File: src/rtl/wci_pkg.sv
// Shared encodings for the WCI initiator: OCP command/response codes,
// response status codes and the initiator state enum.
package wci_pkg;

  typedef enum logic [2:0] {
    MCMD_IDLE = 3'd0,
    MCMD_WR   = 3'd1,
    MCMD_RD   = 3'd2
  } mcmd_e;

  typedef enum logic [1:0] {
    SRESP_NULL = 2'd0,
    SRESP_DVA  = 2'd1,
    SRESP_FAIL = 2'd2,
    SRESP_ERR  = 2'd3
  } sresp_e;

  localparam logic [1:0] RSP_OK      = 2'd0;
  localparam logic [1:0] RSP_FAIL    = 2'd1;
  localparam logic [1:0] RSP_ERR     = 2'd2;
  localparam logic [1:0] RSP_TIMEOUT = 2'd3;

  typedef enum logic [1:0] {
    ST_IDLE  = 2'd0,
    ST_ISSUE = 2'd1,
    ST_WAIT  = 2'd2,
    ST_RESP  = 2'd3
  } state_e;

  // Only called with a non-NULL response.
  function automatic logic [1:0] resp_to_code(input logic [1:0] sresp);
    case (sresp)
      SRESP_DVA:  resp_to_code = RSP_OK;
      SRESP_FAIL: resp_to_code = RSP_FAIL;
      default:    resp_to_code = RSP_ERR;
    endcase
  endfunction

endpackage

File: src/rtl/wci_init_timer.sv
// Clearable, saturating up-counter; o_tc is high while the count is all ones.
module wci_init_timer #(
  parameter int unsigned WIDTH = 16
) (
  input  logic CLK,
  input  logic RST_N,
  input  logic i_clr,
  input  logic i_en,
  output logic o_tc
);

  logic [WIDTH-1:0] r_cnt;

  always_ff @(posedge CLK or negedge RST_N) begin
    if (!RST_N) begin
      r_cnt <= '0;
    end else if (i_clr) begin
      r_cnt <= '0;
    end else if (i_en && !o_tc) begin
      r_cnt <= r_cnt + 1'b1;
    end
  end

  assign o_tc = &r_cnt;

endmodule

File: src/rtl/wci_initiator.sv
// WCI master: one control-plane request at a time, issued as an OCP command.
// Optional response timeout and abort pulse under `WCI_INITIATOR_TIMEOUT_EN.
module wci_initiator
  import wci_pkg::*;
#(
  parameter int unsigned TIMEOUT_LOG2 = 16
) (
  input  logic        CLK,
  input  logic        RST_N,
  input  logic        req_valid,
  output logic        req_ready,
  input  logic        req_write,
  input  logic        req_space,
  input  logic [31:0] req_addr,
  input  logic [31:0] req_data,
  input  logic [3:0]  req_be,
  output logic        rsp_valid,
  input  logic        rsp_ready,
  output logic [31:0] rsp_data,
  output logic [1:0]  rsp_code,
  input  logic        big_endian,
  output logic [2:0]  wci_MCmd,
  output logic        wci_MAddrSpace,
  output logic [3:0]  wci_MByteEn,
  output logic [31:0] wci_MAddr,
  output logic [31:0] wci_MData,
  input  logic [1:0]  wci_SResp,
  input  logic [31:0] wci_SData,
  input  logic        wci_SThreadBusy,
  input  logic [1:0]  wci_SFlag,
  output logic [1:0]  wci_MFlag,
  output logic        attention,
  output logic        present,
  output logic        stray_resp
);

  if (TIMEOUT_LOG2 < 1 || TIMEOUT_LOG2 > 31) begin : g_bad_timeout_log2
    $error("wci_initiator: TIMEOUT_LOG2 out of range");
  end

  state_e      r_state, w_state_next;
  logic        r_req_ready, w_req_ready_next;
  logic        r_write, w_write_next;
  logic [2:0]  r_mcmd, w_mcmd_next;
  logic        r_mspace, w_mspace_next;
  logic [3:0]  r_mbe, w_mbe_next;
  logic [31:0] r_maddr, w_maddr_next;
  logic [31:0] r_mdata, w_mdata_next;
  logic        r_abort, w_abort_next;
  logic        r_rsp_valid, w_rsp_valid_next;
  logic [31:0] r_rsp_data, w_rsp_data_next;
  logic [1:0]  r_rsp_code, w_rsp_code_next;
  logic        r_mflag1, r_attention, r_present, r_stray;

  logic w_accept, w_resp, w_timeout;

  assign w_accept = (r_state == ST_IDLE) && r_req_ready && req_valid;
  assign w_resp   = (wci_SResp != SRESP_NULL);

`ifdef WCI_INITIATOR_TIMEOUT_EN
  logic w_tc;

  wci_init_timer #(.WIDTH(TIMEOUT_LOG2)) u_timer (
    .CLK   (CLK),
    .RST_N (RST_N),
    .i_clr (w_accept),
    .i_en  ((r_state == ST_ISSUE) || (r_state == ST_WAIT)),
    .o_tc  (w_tc)
  );

  // A response arriving in the terminal cycle takes priority over the timeout.
  assign w_timeout = w_tc && ((r_state == ST_ISSUE) || ((r_state == ST_WAIT) && !w_resp));
`else
  assign w_timeout = 1'b0;
`endif

  always_comb begin
    w_state_next     = r_state;
    w_write_next     = r_write;
    w_mcmd_next      = r_mcmd;
    w_mspace_next    = r_mspace;
    w_mbe_next       = r_mbe;
    w_maddr_next     = r_maddr;
    w_mdata_next     = r_mdata;
    w_abort_next     = 1'b0;
    w_rsp_valid_next = r_rsp_valid;
    w_rsp_data_next  = r_rsp_data;
    w_rsp_code_next  = r_rsp_code;
    case (r_state)
      ST_IDLE: begin
        if (w_accept) begin
          w_state_next  = ST_ISSUE;
          w_write_next  = req_write;
          w_mcmd_next   = req_write ? MCMD_WR : MCMD_RD;
          w_mspace_next = req_space;
          w_mbe_next    = req_be;
          w_maddr_next  = req_addr;
          w_mdata_next  = req_data;
        end
      end
      ST_ISSUE: begin
        if (w_timeout) begin
          w_state_next     = ST_RESP;
          w_mcmd_next      = MCMD_IDLE;
          w_abort_next     = 1'b1;
          w_rsp_valid_next = 1'b1;
          w_rsp_code_next  = RSP_TIMEOUT;
          w_rsp_data_next  = '0;
        end else if (!wci_SThreadBusy) begin
          w_state_next = ST_WAIT;
          w_mcmd_next  = MCMD_IDLE;
        end
      end
      ST_WAIT: begin
        if (w_resp) begin
          w_state_next     = ST_RESP;
          w_rsp_valid_next = 1'b1;
          w_rsp_code_next  = resp_to_code(wci_SResp);
          w_rsp_data_next  = (!r_write && (wci_SResp == SRESP_DVA)) ? wci_SData : '0;
        end else if (w_timeout) begin
          w_state_next     = ST_RESP;
          w_abort_next     = 1'b1;
          w_rsp_valid_next = 1'b1;
          w_rsp_code_next  = RSP_TIMEOUT;
          w_rsp_data_next  = '0;
        end
      end
      ST_RESP: begin
        if (rsp_ready) begin
          w_state_next     = ST_IDLE;
          w_rsp_valid_next = 1'b0;
          w_rsp_data_next  = '0;
          w_rsp_code_next  = RSP_OK;
        end
      end
      default: w_state_next = ST_IDLE;
    endcase
    w_req_ready_next = (w_state_next == ST_IDLE);
  end

  always_ff @(posedge CLK or negedge RST_N) begin
    if (!RST_N) begin
      r_state     <= ST_IDLE;
      r_req_ready <= 1'b0;
      r_write     <= 1'b0;
      r_mcmd      <= MCMD_IDLE;
      r_mspace    <= 1'b0;
      r_mbe       <= '0;
      r_maddr     <= '0;
      r_mdata     <= '0;
      r_abort     <= 1'b0;
      r_rsp_valid <= 1'b0;
      r_rsp_data  <= '0;
      r_rsp_code  <= RSP_OK;
      r_mflag1    <= 1'b0;
      r_attention <= 1'b0;
      r_present   <= 1'b0;
      r_stray     <= 1'b0;
    end else begin
      r_state     <= w_state_next;
      r_req_ready <= w_req_ready_next;
      r_write     <= w_write_next;
      r_mcmd      <= w_mcmd_next;
      r_mspace    <= w_mspace_next;
      r_mbe       <= w_mbe_next;
      r_maddr     <= w_maddr_next;
      r_mdata     <= w_mdata_next;
      r_abort     <= w_abort_next;
      r_rsp_valid <= w_rsp_valid_next;
      r_rsp_data  <= w_rsp_data_next;
      r_rsp_code  <= w_rsp_code_next;
      r_mflag1    <= big_endian;
      r_attention <= wci_SFlag[0];
      r_present   <= wci_SFlag[1];
      r_stray     <= w_resp && (r_state != ST_WAIT);
    end
  end

  assign req_ready      = r_req_ready;
  assign rsp_valid      = r_rsp_valid;
  assign rsp_data       = r_rsp_data;
  assign rsp_code       = r_rsp_code;
  assign wci_MCmd       = r_mcmd;
  assign wci_MAddrSpace = r_mspace;
  assign wci_MByteEn    = r_mbe;
  assign wci_MAddr      = r_maddr;
  assign wci_MData      = r_mdata;
  assign wci_MFlag      = {r_mflag1, r_abort};
  assign attention      = r_attention;
  assign present        = r_present;
  assign stray_resp     = r_stray;

endmodule
File: config.mk
export PLATFORM = sky130hd
export DESIGN_NAME = wci_initiator
export DESIGN_NICKNAME = d
export VERILOG_FILES = /design/src/rtl/wci_pkg.sv /design/src/rtl/wci_init_timer.sv /design/src/rtl/wci_initiator.sv
export SDC_FILE = /design/constraint.sdc
export NUM_CORES = 1
export LEC_CHECK = 0
export CAP_MARGIN = 5
export CORE_UTILIZATION = 40
export CTS_BUF_LIST = sky130_fd_sc_hd__clkbuf_2 sky130_fd_sc_hd__clkbuf_4 sky130_fd_sc_hd__clkbuf_8
export DETAILED_ROUTE_END_ITERATION = 16
export PLACE_DENSITY = 0.8
export SLEW_MARGIN = 20
export SYNTH_ARGS = -nofsm -noshare
export SYNTH_HDL_FRONTEND = slang
export SYNTH_SLANG_ARGS = --single-unit
export TNS_END_PERCENT = 5
File: constraint.sdc
create_clock -name CLK -period 1.74 [get_ports CLK]
set_clock_uncertainty 0.05 [all_clocks]
set_input_delay 0.522 -clock CLK [delete_from_list [all_inputs] [get_ports CLK]]
set_output_delay 0.522 -clock CLK [all_outputs]
set_load 0.01 [all_outputs]
==> metrics.cfg <==
[placed_design]
dp_cells=636
io_buffers=222
place_hpwl_um=8430
gp_congestion=0.758

[timing]
fmax_ghz=0.593
maxSlewViolCount=0
setup-violations-final=0
period_needed_ns=1.69
finalHoldViolCount=0
rsz0062_at_grt=false
post-route-period-util=0.970

[synthesis]
synthArstFlopShare=1.00
netlist_instances=275
ys.flop_type=dfrtp_1
netlist.area_leader.share=0.626
synth_top_area_cell=dfrtp_1
yosys-top-cells-area=dfrtp_1 (63%), mux2_4 (15%), a22o_1 (6.5%)
ys.warnings.count=0
synth_edf_count=0
synth.most_common_cell=dfrtp_1
seq_area_frac_synth=0.626
synth_seq_cells=114
synthTopCellsByCount=dfrtp_1 (114), mux2_4 (45), a22o_1 (34), mux2_2 (26), buf_2 (6)
avgSynthCellArea_um2=16.6
syn_area_um2=4550
ys_types=31

[drt]
detail_route.iter0.violations=152
vias=3276
wl_per_cell_um=17.8
avgViaCountPerCell=4.87
drt-total-wl_um=12000
drc=0
dr.pass1.iters=4
antenna_left=0

[clock_tree]
clk_latency_ns=0.42
path_clk_slew_ns=0.07
cts_sinks=114
ctsLongestPathBuffers=2
htree_levels=4
cts_buffers=17
tritoncts=built
cts-root-buf=clkbuf_8

[final_layout]
fillerInstances=816
fin_nets=635
post-route-util=0.671
fin_cells=673
diodes=0
final_layout_size_suffix_gt1_frac=0.250
area_growth_pct=61.8
regArea_um2=2850
multiInputGateArea_um2=1530

[critical_path]
crit_required_ns=1.17
start_kind=register
cp_max_fo=2
worst-setup-path-type=register to primary output
worst-path-buf-inv=1
crit_path_top_delay_cell=dfrtp_1
crit_chain=dlygate4sd2_1
cp_data_arrival_time_ns=1.12
end_kind=primary output
cp_top_family=flip-flops
max_stage_delay_ns=0.40

[job]
maxCapViolations=0

[global_routing]
grt_pass1_wl_um=17900
grt_pass1_vias=3437
antenna_found_initial=0
grt_max_degree=55
groute.usage.overall=0.203
overflow=0

[status]
run_status=completed

[pwr]
power_leakage_nw=3.54
power_mw=11.7
ir_drop_v=0.000814
powerDensity_nw_per_um2=1590

[floorplanning]
num_rows=38
ios=225
start_util=0.415
die_h_um=109
core_area_um2=11000
die_w_um=109
die-area_um2=11800

[hold_path]
hold_class=primary input to asynchronous set/reset pin

area by class of cell:
type,instances,area share
sequential,114,0.387
timing repair buffer,244,0.326
multi-input combinational,139,0.207
clock buffer,19,0.0355
tap,140,0.0238
clock inverter,13,0.0185
inverter,4,0.00204
cell families after synthesis:
family | count (synthesis) | synth area share
other | 1 | 0.000823
AO/OA/AOI/OAI | 46 | 0.0821
multiplexers | 71 | 0.213
adder cells (fa/ha/maj) | 3 | 0.00824
buffers and inverters | 23 | 0.0467
AND/OR/NAND/NOR | 17 | 0.0231
flip-flops | 114 | 0.626
flip-flops by register name (all words and copies together), names as in the netlist, 2 cells and up:
name,cells
wci_MData,32
wci_MCmd,2
wci_MAddr,32
wci_MByteEn,4
rsp_code,2
rsp_data,32
r_state,2
path summary, 6_finish.rpt:
check,end,start,slack (ns),cells after the start
worst min register to register,rsp_valid$_DFFE_PN0P_,rsp_valid$_DFFE_PN0P_,0.44,2
worst max-delay path,rsp_data[16],rsp_data[16]$_DFFE_PN0P_,0.05,1
max in group asynchronous,rsp_code[1]$_DFFE_PN0P_,RST_N,0.69,3
worst max register to register,wci_MAddr[31]$_DFFE_PN0P_,r_state[0]$_DFF_PN0_,0.15,3
min in group CLK,rsp_valid$_DFFE_PN0P_,rsp_valid$_DFFE_PN0P_,0.44,2
worst min-delay path,wci_MData[13]$_DFFE_PN0P_,RST_N,0.42,2
metrics by stage:
stage	setup WS, ns	instance area (um2)	hold slack, ns	setup TNS, ns
final	0.0529	7370	0.423	0
after global routing	0.000373	7370	0.423	0
after CTS	0.0155	7270	0.403	0
after detailed placement	-0.527	7000	0.327	-41.94
after global placement	-0.479	7000	0.325	-38.48
after floorplan	0.0101	4560	0.176	0
metal layers:
layer | track usage | vias to the layer above | share of wire
li1 | - | 1475 | -
met1 | 0.230 | 1628 | 0.39
met2 | 0.345 | 147 | 0.51
met3 | 0.0699 | 26 | 0.074
met4 | 0.0936 | 0 | 0.023
met5 | 0 | - | 0
worst reg2reg max path: cells and delay by family, from the launching register on:
| family | cells | cell delay, ns |
|---|---|---|
| AND/OR/NAND/NOR | 1 | 0.47 |
| multiplexers | 1 | 0.32 |
| flip-flops | 1 | 0.38 |
| buffers and inverters | 1 | 0.25 |
cell usage in the layout (no fill, tap or decap), types with 2 or more instances in the layout:
master           netlist  final
o21ai_0                3      3
dlygate4sd2_1          0    105
conb_1                 1      2
ha_1                   3      2
inv_2                  0      2
mux2_4                45     45
bufinv_16              0      2
a21oi_1                3      3
buf_4                  5     10
inv_1                  4      2
nor2_1                 4      4
buf_12                 5      8
clkinvlp_4             0      7
dfrtp_1              114    114
clkbuf_16              0      2
a22o_1                34     34
nand2_1                5      5
clkdlybuf4s15_1        0      6
buf_6                  1      2
dlymetal6s2s_1         0      2
clkbuf_8               0     19
mux2_2                26     26
clkdlybuf4s50_1        0    108
clkinv_2               0      3
power breakdown:
part | internal (mW) | leakage, nW | switching, mW
combinational | 2.88 | 1.94 | 2.02
clock | 1.34 | 0.182 | 1.11
sequential | 3.79 | 1.42 | 0.593
total | 8.01 | 3.54 | 3.72
repair_timing:
action,in CTS,in global routing
gates resized for setup,113,12
hold buffers,1,0
gates cloned,0,3
setup buffers,0,1
endpoints found under the hold margin,9,0
setup endpoints to repair,142,37
pin swaps,0,1
Power figures use the tool's default switching activity.
